`src/rtl/ahb_arb_pkg.sv`:
```
// rtl/ahb_arb_pkg.sv - shared encodings and types for the two-master AHB-Lite arbiter
//
// Purpose: HTRANS encodings, data-phase owner enum and the packed
//          address-phase control bundle shared by the arbiter and its
//          per-master pending buffer.
// Ports:   none (package).
package ahb_arb_pkg;

  localparam logic [1:0] HTRANS_IDLE   = 2'b00;
  localparam logic [1:0] HTRANS_BUSY   = 2'b01;
  localparam logic [1:0] HTRANS_NONSEQ = 2'b10;
  localparam logic [1:0] HTRANS_SEQ    = 2'b11;

  typedef enum logic [1:0] {
    OWN_NONE = 2'd0,
    OWN_M0   = 2'd1,
    OWN_M1   = 2'd2
  } owner_e;

  // Every address-phase control except the address itself, which depends on AW.
  typedef struct packed {
    logic [1:0] htrans;
    logic       hwrite;
    logic [2:0] hsize;
    logic [2:0] hburst;
    logic [3:0] hprot;
    logic       hmastlock;
  } ahb_ctrl_t;

  // NONSEQ and SEQ carry a transfer; IDLE and BUSY never do.
  function automatic logic trans_active(input logic [1:0] htrans);
    return htrans[1];
  endfunction

endpackage

```
`src/rtl/ahb_req_buf.sv`:
```
// rtl/ahb_req_buf.sv - one-entry pending address-phase buffer for one master
//
// Purpose: holds an address phase that the master considers accepted but
//          that lost arbitration (or met a stalled slave) in its cycle.
// Ports:   core_clk, reset_l      clock, async active-low reset
//          i_cap                  capture i_haddr/i_ctrl, entry becomes valid
//          i_clr                  entry was issued to the slave, drop it
//          i_haddr, i_ctrl        live address phase from the master
//          o_valid, o_haddr, o_ctrl  stored entry
module ahb_req_buf
  import ahb_arb_pkg::*;
#(
  parameter int AW = 32
) (
  input  logic          core_clk,
  input  logic          reset_l,
  input  logic          i_cap,
  input  logic          i_clr,
  input  logic [AW-1:0] i_haddr,
  input  ahb_ctrl_t     i_ctrl,
  output logic          o_valid,
  output logic [AW-1:0] o_haddr,
  output ahb_ctrl_t     o_ctrl
);

  logic          r_valid;
  logic [AW-1:0] r_haddr;
  ahb_ctrl_t     r_ctrl;

  // Capture and clear never coincide: a master with a valid entry sees
  // hready=0 and so cannot present a new live address phase.
  always_ff @(posedge core_clk or negedge reset_l) begin
    if (!reset_l) begin
      r_valid <= 1'b0;
      r_haddr <= '0;
      r_ctrl  <= '0;
    end else if (i_cap) begin
      r_valid <= 1'b1;
      r_haddr <= i_haddr;
      r_ctrl  <= i_ctrl;
    end else if (i_clr) begin
      r_valid <= 1'b0;
    end
  end

  assign o_valid = r_valid;
  assign o_haddr = r_haddr;
  assign o_ctrl  = r_ctrl;

endmodule

```
`src/rtl/ahb_lite_arb2.sv`:
```
// rtl/ahb_lite_arb2.sv - two-master (LSU m0, IFU m1) AHB-Lite arbiter onto one slave
//
// Purpose: round-robin arbitration of each slave address slot, zero-latency
//          pass-through for an uncontested master, one pending buffer per
//          master, data-phase owner tracking for hwdata/hready/hresp routing.
// Ports:   core_clk, reset_l         clock, async active-low reset
//          mX_haddr..mX_hmastlock    master X address phase (X = 0, 1)
//          mX_hwdata                 master X write data
//          mX_hrdata/hready/hresp    response to master X
//          s_haddr..s_hwdata         address phase and write data to slave
//          s_hrdata/hready/hresp     slave response (HREADYOUT on s_hready)
module ahb_lite_arb2
  import ahb_arb_pkg::*;
#(
  parameter int AW = 32,
  parameter int DW = 64
) (
  input  logic          core_clk,
  input  logic          reset_l,
  input  logic [AW-1:0] m0_haddr,
  input  logic [1:0]    m0_htrans,
  input  logic          m0_hwrite,
  input  logic [2:0]    m0_hsize,
  input  logic [2:0]    m0_hburst,
  input  logic [3:0]    m0_hprot,
  input  logic          m0_hmastlock,
  input  logic [DW-1:0] m0_hwdata,
  output logic [DW-1:0] m0_hrdata,
  output logic          m0_hready,
  output logic          m0_hresp,
  input  logic [AW-1:0] m1_haddr,
  input  logic [1:0]    m1_htrans,
  input  logic          m1_hwrite,
  input  logic [2:0]    m1_hsize,
  input  logic [2:0]    m1_hburst,
  input  logic [3:0]    m1_hprot,
  input  logic          m1_hmastlock,
  input  logic [DW-1:0] m1_hwdata,
  output logic [DW-1:0] m1_hrdata,
  output logic          m1_hready,
  output logic          m1_hresp,
  output logic [AW-1:0] s_haddr,
  output logic [1:0]    s_htrans,
  output logic          s_hwrite,
  output logic [2:0]    s_hsize,
  output logic [2:0]    s_hburst,
  output logic [3:0]    s_hprot,
  output logic          s_hmastlock,
  output logic [DW-1:0] s_hwdata,
  input  logic [DW-1:0] s_hrdata,
  input  logic          s_hready,
  input  logic          s_hresp
);

  ahb_ctrl_t     w_m0_ctrl, w_m1_ctrl, w_b0_ctrl, w_b1_ctrl, w_sel_ctrl, r_last_ctrl;
  logic [AW-1:0] w_b0_addr, w_b1_addr, w_sel_addr, r_last_addr;
  logic          w_b0_v, w_b1_v, w_m0_live, w_m1_live, w_req0, w_req1;
  logic          w_issue, w_cap0, w_cap1, w_clr0, w_clr1;
  owner_e        w_gnt, r_dp_owner, r_prev_own;
  logic          r_ptr;   // 0: m0 preferred on contention, 1: m1 preferred

  assign w_m0_ctrl = {m0_htrans, m0_hwrite, m0_hsize, m0_hburst, m0_hprot, m0_hmastlock};
  assign w_m1_ctrl = {m1_htrans, m1_hwrite, m1_hsize, m1_hburst, m1_hprot, m1_hmastlock};

  // Master-side responses are steered by the data-phase owner; a master with
  // a pending entry is stalled so it holds its next address phase.
  always_comb begin
    m0_hready = 1'b1;
    if (r_dp_owner == OWN_M0) m0_hready = s_hready;
    else if (w_b0_v)          m0_hready = 1'b0;
    m1_hready = 1'b1;
    if (r_dp_owner == OWN_M1) m1_hready = s_hready;
    else if (w_b1_v)          m1_hready = 1'b0;
  end

  assign m0_hresp  = (r_dp_owner == OWN_M0) & s_hresp;
  assign m1_hresp  = (r_dp_owner == OWN_M1) & s_hresp;
  assign m0_hrdata = s_hrdata;
  assign m1_hrdata = s_hrdata;

  // A live address phase exists only when the master itself samples hready high.
  assign w_m0_live = trans_active(m0_htrans) & m0_hready;
  assign w_m1_live = trans_active(m1_htrans) & m1_hready;
  assign w_req0    = w_b0_v | w_m0_live;
  assign w_req1    = w_b1_v | w_m1_live;

  // Grant is gated by reset so live masters cannot reach the slave during reset.
  always_comb begin
    w_gnt = OWN_NONE;
    if (reset_l) begin
      if (w_req0 && w_req1) w_gnt = r_ptr ? OWN_M1 : OWN_M0;
      else if (w_req0)      w_gnt = OWN_M0;
      else if (w_req1)      w_gnt = OWN_M1;
    end
  end

  always_comb begin
    w_sel_addr        = r_last_addr;
    w_sel_ctrl        = r_last_ctrl;
    w_sel_ctrl.htrans = HTRANS_IDLE;
    case (w_gnt)
      OWN_M0: begin
        w_sel_addr = w_b0_v ? w_b0_addr : m0_haddr;
        w_sel_ctrl = w_b0_v ? w_b0_ctrl : w_m0_ctrl;
      end
      OWN_M1: begin
        w_sel_addr = w_b1_v ? w_b1_addr : m1_haddr;
        w_sel_ctrl = w_b1_v ? w_b1_ctrl : w_m1_ctrl;
      end
      default: ;
    endcase
    // A burst resumed after another master cut in must restart as NONSEQ.
    if (w_gnt != OWN_NONE && w_gnt != r_prev_own) w_sel_ctrl.htrans = HTRANS_NONSEQ;
  end

  assign w_issue = (w_gnt != OWN_NONE) & s_hready;
  assign w_cap0  = w_m0_live & ~(w_issue & (w_gnt == OWN_M0));
  assign w_cap1  = w_m1_live & ~(w_issue & (w_gnt == OWN_M1));
  assign w_clr0  = w_b0_v & w_issue & (w_gnt == OWN_M0);
  assign w_clr1  = w_b1_v & w_issue & (w_gnt == OWN_M1);

  ahb_req_buf #(.AW(AW)) u_buf0 (
    .core_clk (core_clk), .reset_l (reset_l),
    .i_cap    (w_cap0),   .i_clr   (w_clr0),
    .i_haddr  (m0_haddr), .i_ctrl  (w_m0_ctrl),
    .o_valid  (w_b0_v),   .o_haddr (w_b0_addr), .o_ctrl (w_b0_ctrl)
  );

  ahb_req_buf #(.AW(AW)) u_buf1 (
    .core_clk (core_clk), .reset_l (reset_l),
    .i_cap    (w_cap1),   .i_clr   (w_clr1),
    .i_haddr  (m1_haddr), .i_ctrl  (w_m1_ctrl),
    .o_valid  (w_b1_v),   .o_haddr (w_b1_addr), .o_ctrl (w_b1_ctrl)
  );

  always_ff @(posedge core_clk or negedge reset_l) begin
    if (!reset_l) begin
      r_ptr       <= 1'b0;
      r_dp_owner  <= OWN_NONE;
      r_prev_own  <= OWN_NONE;
      r_last_addr <= '0;
      r_last_ctrl <= '0;
    end else if (s_hready) begin
      r_dp_owner <= w_gnt;
      if (w_gnt != OWN_NONE) begin
        r_prev_own  <= w_gnt;
        r_last_addr <= w_sel_addr;
        r_last_ctrl <= w_sel_ctrl;
        // Locked transfers keep preference on the grantee; otherwise hand it over.
        r_ptr <= w_sel_ctrl.hmastlock ? (w_gnt == OWN_M1) : (w_gnt == OWN_M0);
      end
    end
  end

  assign s_haddr     = w_sel_addr;
  assign s_htrans    = w_sel_ctrl.htrans;
  assign s_hwrite    = w_sel_ctrl.hwrite;
  assign s_hsize     = w_sel_ctrl.hsize;
  assign s_hburst    = w_sel_ctrl.hburst;
  assign s_hprot     = w_sel_ctrl.hprot;
  assign s_hmastlock = w_sel_ctrl.hmastlock;
  assign s_hwdata    = (r_dp_owner == OWN_M0) ? m0_hwdata :
                       (r_dp_owner == OWN_M1) ? m1_hwdata : '0;

endmodule

```
`config.mk`:
```
export PLATFORM = sky130hd
export DESIGN_NAME = ahb_lite_arb2
export DESIGN_NICKNAME = d
export VERILOG_FILES = /design/src/rtl/ahb_arb_pkg.sv /design/src/rtl/ahb_req_buf.sv /design/src/rtl/ahb_lite_arb2.sv
export SDC_FILE = /design/constraint.sdc
export NUM_CORES = 1
export LEC_CHECK = 0
export BUFFER_PORTS_ARGS = -buffer_cell sky130_fd_sc_hd__buf_4
export CAP_MARGIN = 20
export CORE_AREA = 2 2 205 207
export CTS_CLUSTER_SIZE = 10
export DETAILED_ROUTE_END_ITERATION = 10
export DIE_AREA = 0 0 207 209
export GPL_TIMING_DRIVEN = 0
export REMOVE_ABC_BUFFERS = 1
export SYNTH_ARGS = -nofsm -noshare
export SYNTH_HDL_FRONTEND = slang
export SYNTH_SLANG_ARGS = --single-unit
export TNS_END_PERCENT = 5
```
`constraint.sdc`:
```
create_clock -name core_clk -period 7.5 [get_ports core_clk]
set_input_delay 0.375 -clock core_clk [delete_from_list [all_inputs] [get_ports core_clk]]
set_output_delay 0.375 -clock core_clk [all_outputs]
set_load 0.03 [all_outputs]
```
==> results.tsv <==
metric	value	unit
die_w	207	microns
outcome	finished clean	
ys_top_cells_by_count	mux2_2, dfrtp_1, buf_4	
first_iter_violations	632	
worstPathArrival	4.35	ns
portBuffers	337	
cts_max_level	4	
cts_tree	built	
initial_core_util	21.88	%
hold_violations	0	
synth_area_leader_cell	dfrtp_1	
path_class	register to primary output	
hpwl	34580	microns
grt.overflow.total	0	
startpoint_type	register	
wire_per_inst	28.83	microns
min_from	m0_hburst[0]	
cap_violations	0	
insertion_delay	0.44	ns
r2r-start	u_buf1.o_valid	
wl_met2	20700	microns
grt_max_degree	101	
synth-main-ff-cell	dfrtp_1	
max_clock_freq	0.2117	GHz
area_growth	32.40	%
power.density	469.5	nW/um^2
r2r_setup_slack	3.61	ns
drc	0	
worstRegToRegCells	8	
tritoncts.num_buffers	17	
p_total	5.615	mW
wl_met3	6316	microns
fp.dieH	209	microns
holdPathEnd	u_buf0.o_ctrl[5]	
finalMaxSlewViolations	0	
fin_crit_sh	62.99	%
synthMostInstantiatedCell	mux2_2	
cts_buffer_depth	2	
grtUsageTotal	20.62	%
fill_cells	4310	
grt_pass1_wl	62240	microns
avgViaCountPerCell	4.939	
endpoint_kind	primary output	
seq_area_frac_synth	39.62	%
grt_pass1_vias	7923	
finalClockSkew	0.008201	ns
holdPathStages	2	
path_clk_slew	0.06	ns
synthArstFlopShare	100.0	%
drt_wl_total	45670	microns
place_congestion	0.9369	
antenna_left	0	
antenna_found_initial	0	
cp.required	7.12	ns
worst_pin_slew	0.9115	ns
synth-seq-cells	143	
die-area	43260	sq um
rows	75	
netlist.area_leader.share	39.62	%
p_leak	5.436	nW
netlist_area	9032	sq um
drive_above_1_share	55.02	%
final_nets	1323	
io-pin-count	530	
synth_edf_count	0	
finalSetupViolCount	0	
worstPathMaxFanout	50	
cts_resized	0	
postLayoutCoreUtil	28.96	%
post_cts_buffers	0	
min_period	4.724	ns
syn_area_per_cell	10.53	sq um
num_vias	7824	
synth_area_leaders	dfrtp_1, mux2_2, buf_4, a22o_1, a221oi_1	
hold_class	input port to register	
met1_length	17010	microns
vdd_drop_max	0.0002233	V
highest_layer	met5	
drt_first_pass_iters	5	
relSlewSlack	39.24	%
rsz0062_at_grt	no	
reg2reg_to	r_last_addr[6]	
clock_sinks	143	
core	41290	sq um
diodes	0	
syn_inst	858	
yosysWarnings	0	
synth_cell_type_count	34	
cts_root_buf	clkbuf_16	
-- routing by layer --
layer	global-route usage (%)	up-vias
li1	-	3335
met5	4.894	-
met3	13.04	58
met1	22.40	3882
met2	31.85	542
met4	7.783	7
-- worst max-delay path by stage --
| stage | start | to | slack (ns) | cells after the start |
|---|---|---|---|---|
| after detailed placement | u_buf1.o_valid | s_haddr[11] | 3.22 | 9 |
| after global routing | u_buf1.o_valid | s_haddr[21] | 2.50 | 9 |
| after floorplan | u_buf0.o_valid | s_htrans[0] | 2.57 | 6 |
| after global placement | u_buf1.o_valid | u_buf1.o_haddr[0] | -0.53 | 6 |
| after CTS | u_buf1.o_valid | s_haddr[11] | 2.73 | 9 |
| final | u_buf1.o_valid | s_haddr[11] | 2.78 | 9 |
-- kinds of logic after synthesis --
logic type / share of synthesized area (%)
AOI/OAI and AO/OA: 15.93
adders and majority gates: 0.4156
buffers and inverters: 13.80
DFF: 39.62
muxes: 23.23
and+or+nand+nor: 7.009
-- critical path: stages, from the launching register on --
cell and delay [ns]:
dfrtp_4 0.79, o21bai_1 0.38, a211oi_2 0.45, inv_1 0.16, ha_2 0.75, inv_2 0.39, buf_12 0.29, a221oi_1 0.36
nor2_1 0.09, buf_4 0.18
-- cell usage in the layout, fill, tap and decap left out, types with 2 or more instances in the layout --
master,instances
clkbuf_8,5
inv_1,5
ha_2,3
nand2b_1,4
a22oi_1,2
mux2_1,4
bufinv_16,4
buf_16,3
buf_12,7
nor2b_1,3
clkinvlp_4,2
clkbuf_16,17
clkinv_2,2
nand2_1,49
mux2_2,181
o31ai_1,44
and2_1,2
a21oi_1,2
nor2_1,91
o21ai_0,6
buf_4,336
dfrtp_1,141
a22o_1,64
a221oi_1,44
dfrtp_4,2
-- layout make-up --
cell class	instances	area, sq um	share of cell area (%)
tap	539	674.4	5.639
inverter	6	22.52	0.1883
clock buffer	23	498.0	4.164
multi-input combinational	516	4254	35.57
clock inverter	9	153.9	1.287
sequential	143	3586	29.99
timing repair buffer	348	2770	23.16
-- metrics by stage --
step | setup WS, ns | setup TNS, ns | hold WS (ns) | std cells | cell area, sq um
after detailed placement | 3.225 | 0 | 0.3040 | 1551 | 11300
final | 2.776 | 0 | 0.1590 | 1584 | 11960
after global placement | -0.5262 | -49.55 | 0.4444 | 1541 | 11010
after floorplan | 2.570 | 0 | 0.07941 | 665 | 7809
after global routing | 2.503 | 0 | 0.1349 | 1584 | 11960
after CTS | 2.735 | 0 | 0.1189 | 1584 | 11960
-- what timing repair did --
item                                    in CTS  in global routing
endpoints found under the setup margin       0                  0
hold endpoints to repair                    43                  0
hold buffers                                 1                  0
-- flip-flops by register name, summed over array words and instances, names as in the netlist --
name            flops
r_last_addr        32
u_buf0.o_haddr     32
u_buf1.o_haddr     32
u_buf0.o_ctrl      14
u_buf1.o_ctrl      14
r_last_ctrl        12
r_dp_owner          2
r_prev_own          2
r_ptr               1
u_buf0.o_valid      1
u_buf1.o_valid      1
-- report_power, final --
group / switching (mW) / internal [mW] / total, mW / leakage [nW]
combinational: 1.89 / 1.39 / 3.28 / 3.39
sequential: 0.242 / 1.14 / 1.38 / 1.73
clock: 0.353 / 0.600 / 0.953 / 0.315
total: 2.49 / 3.13 / 5.61 / 5.44
Note: power is estimated with default switching activity, not from simulation.
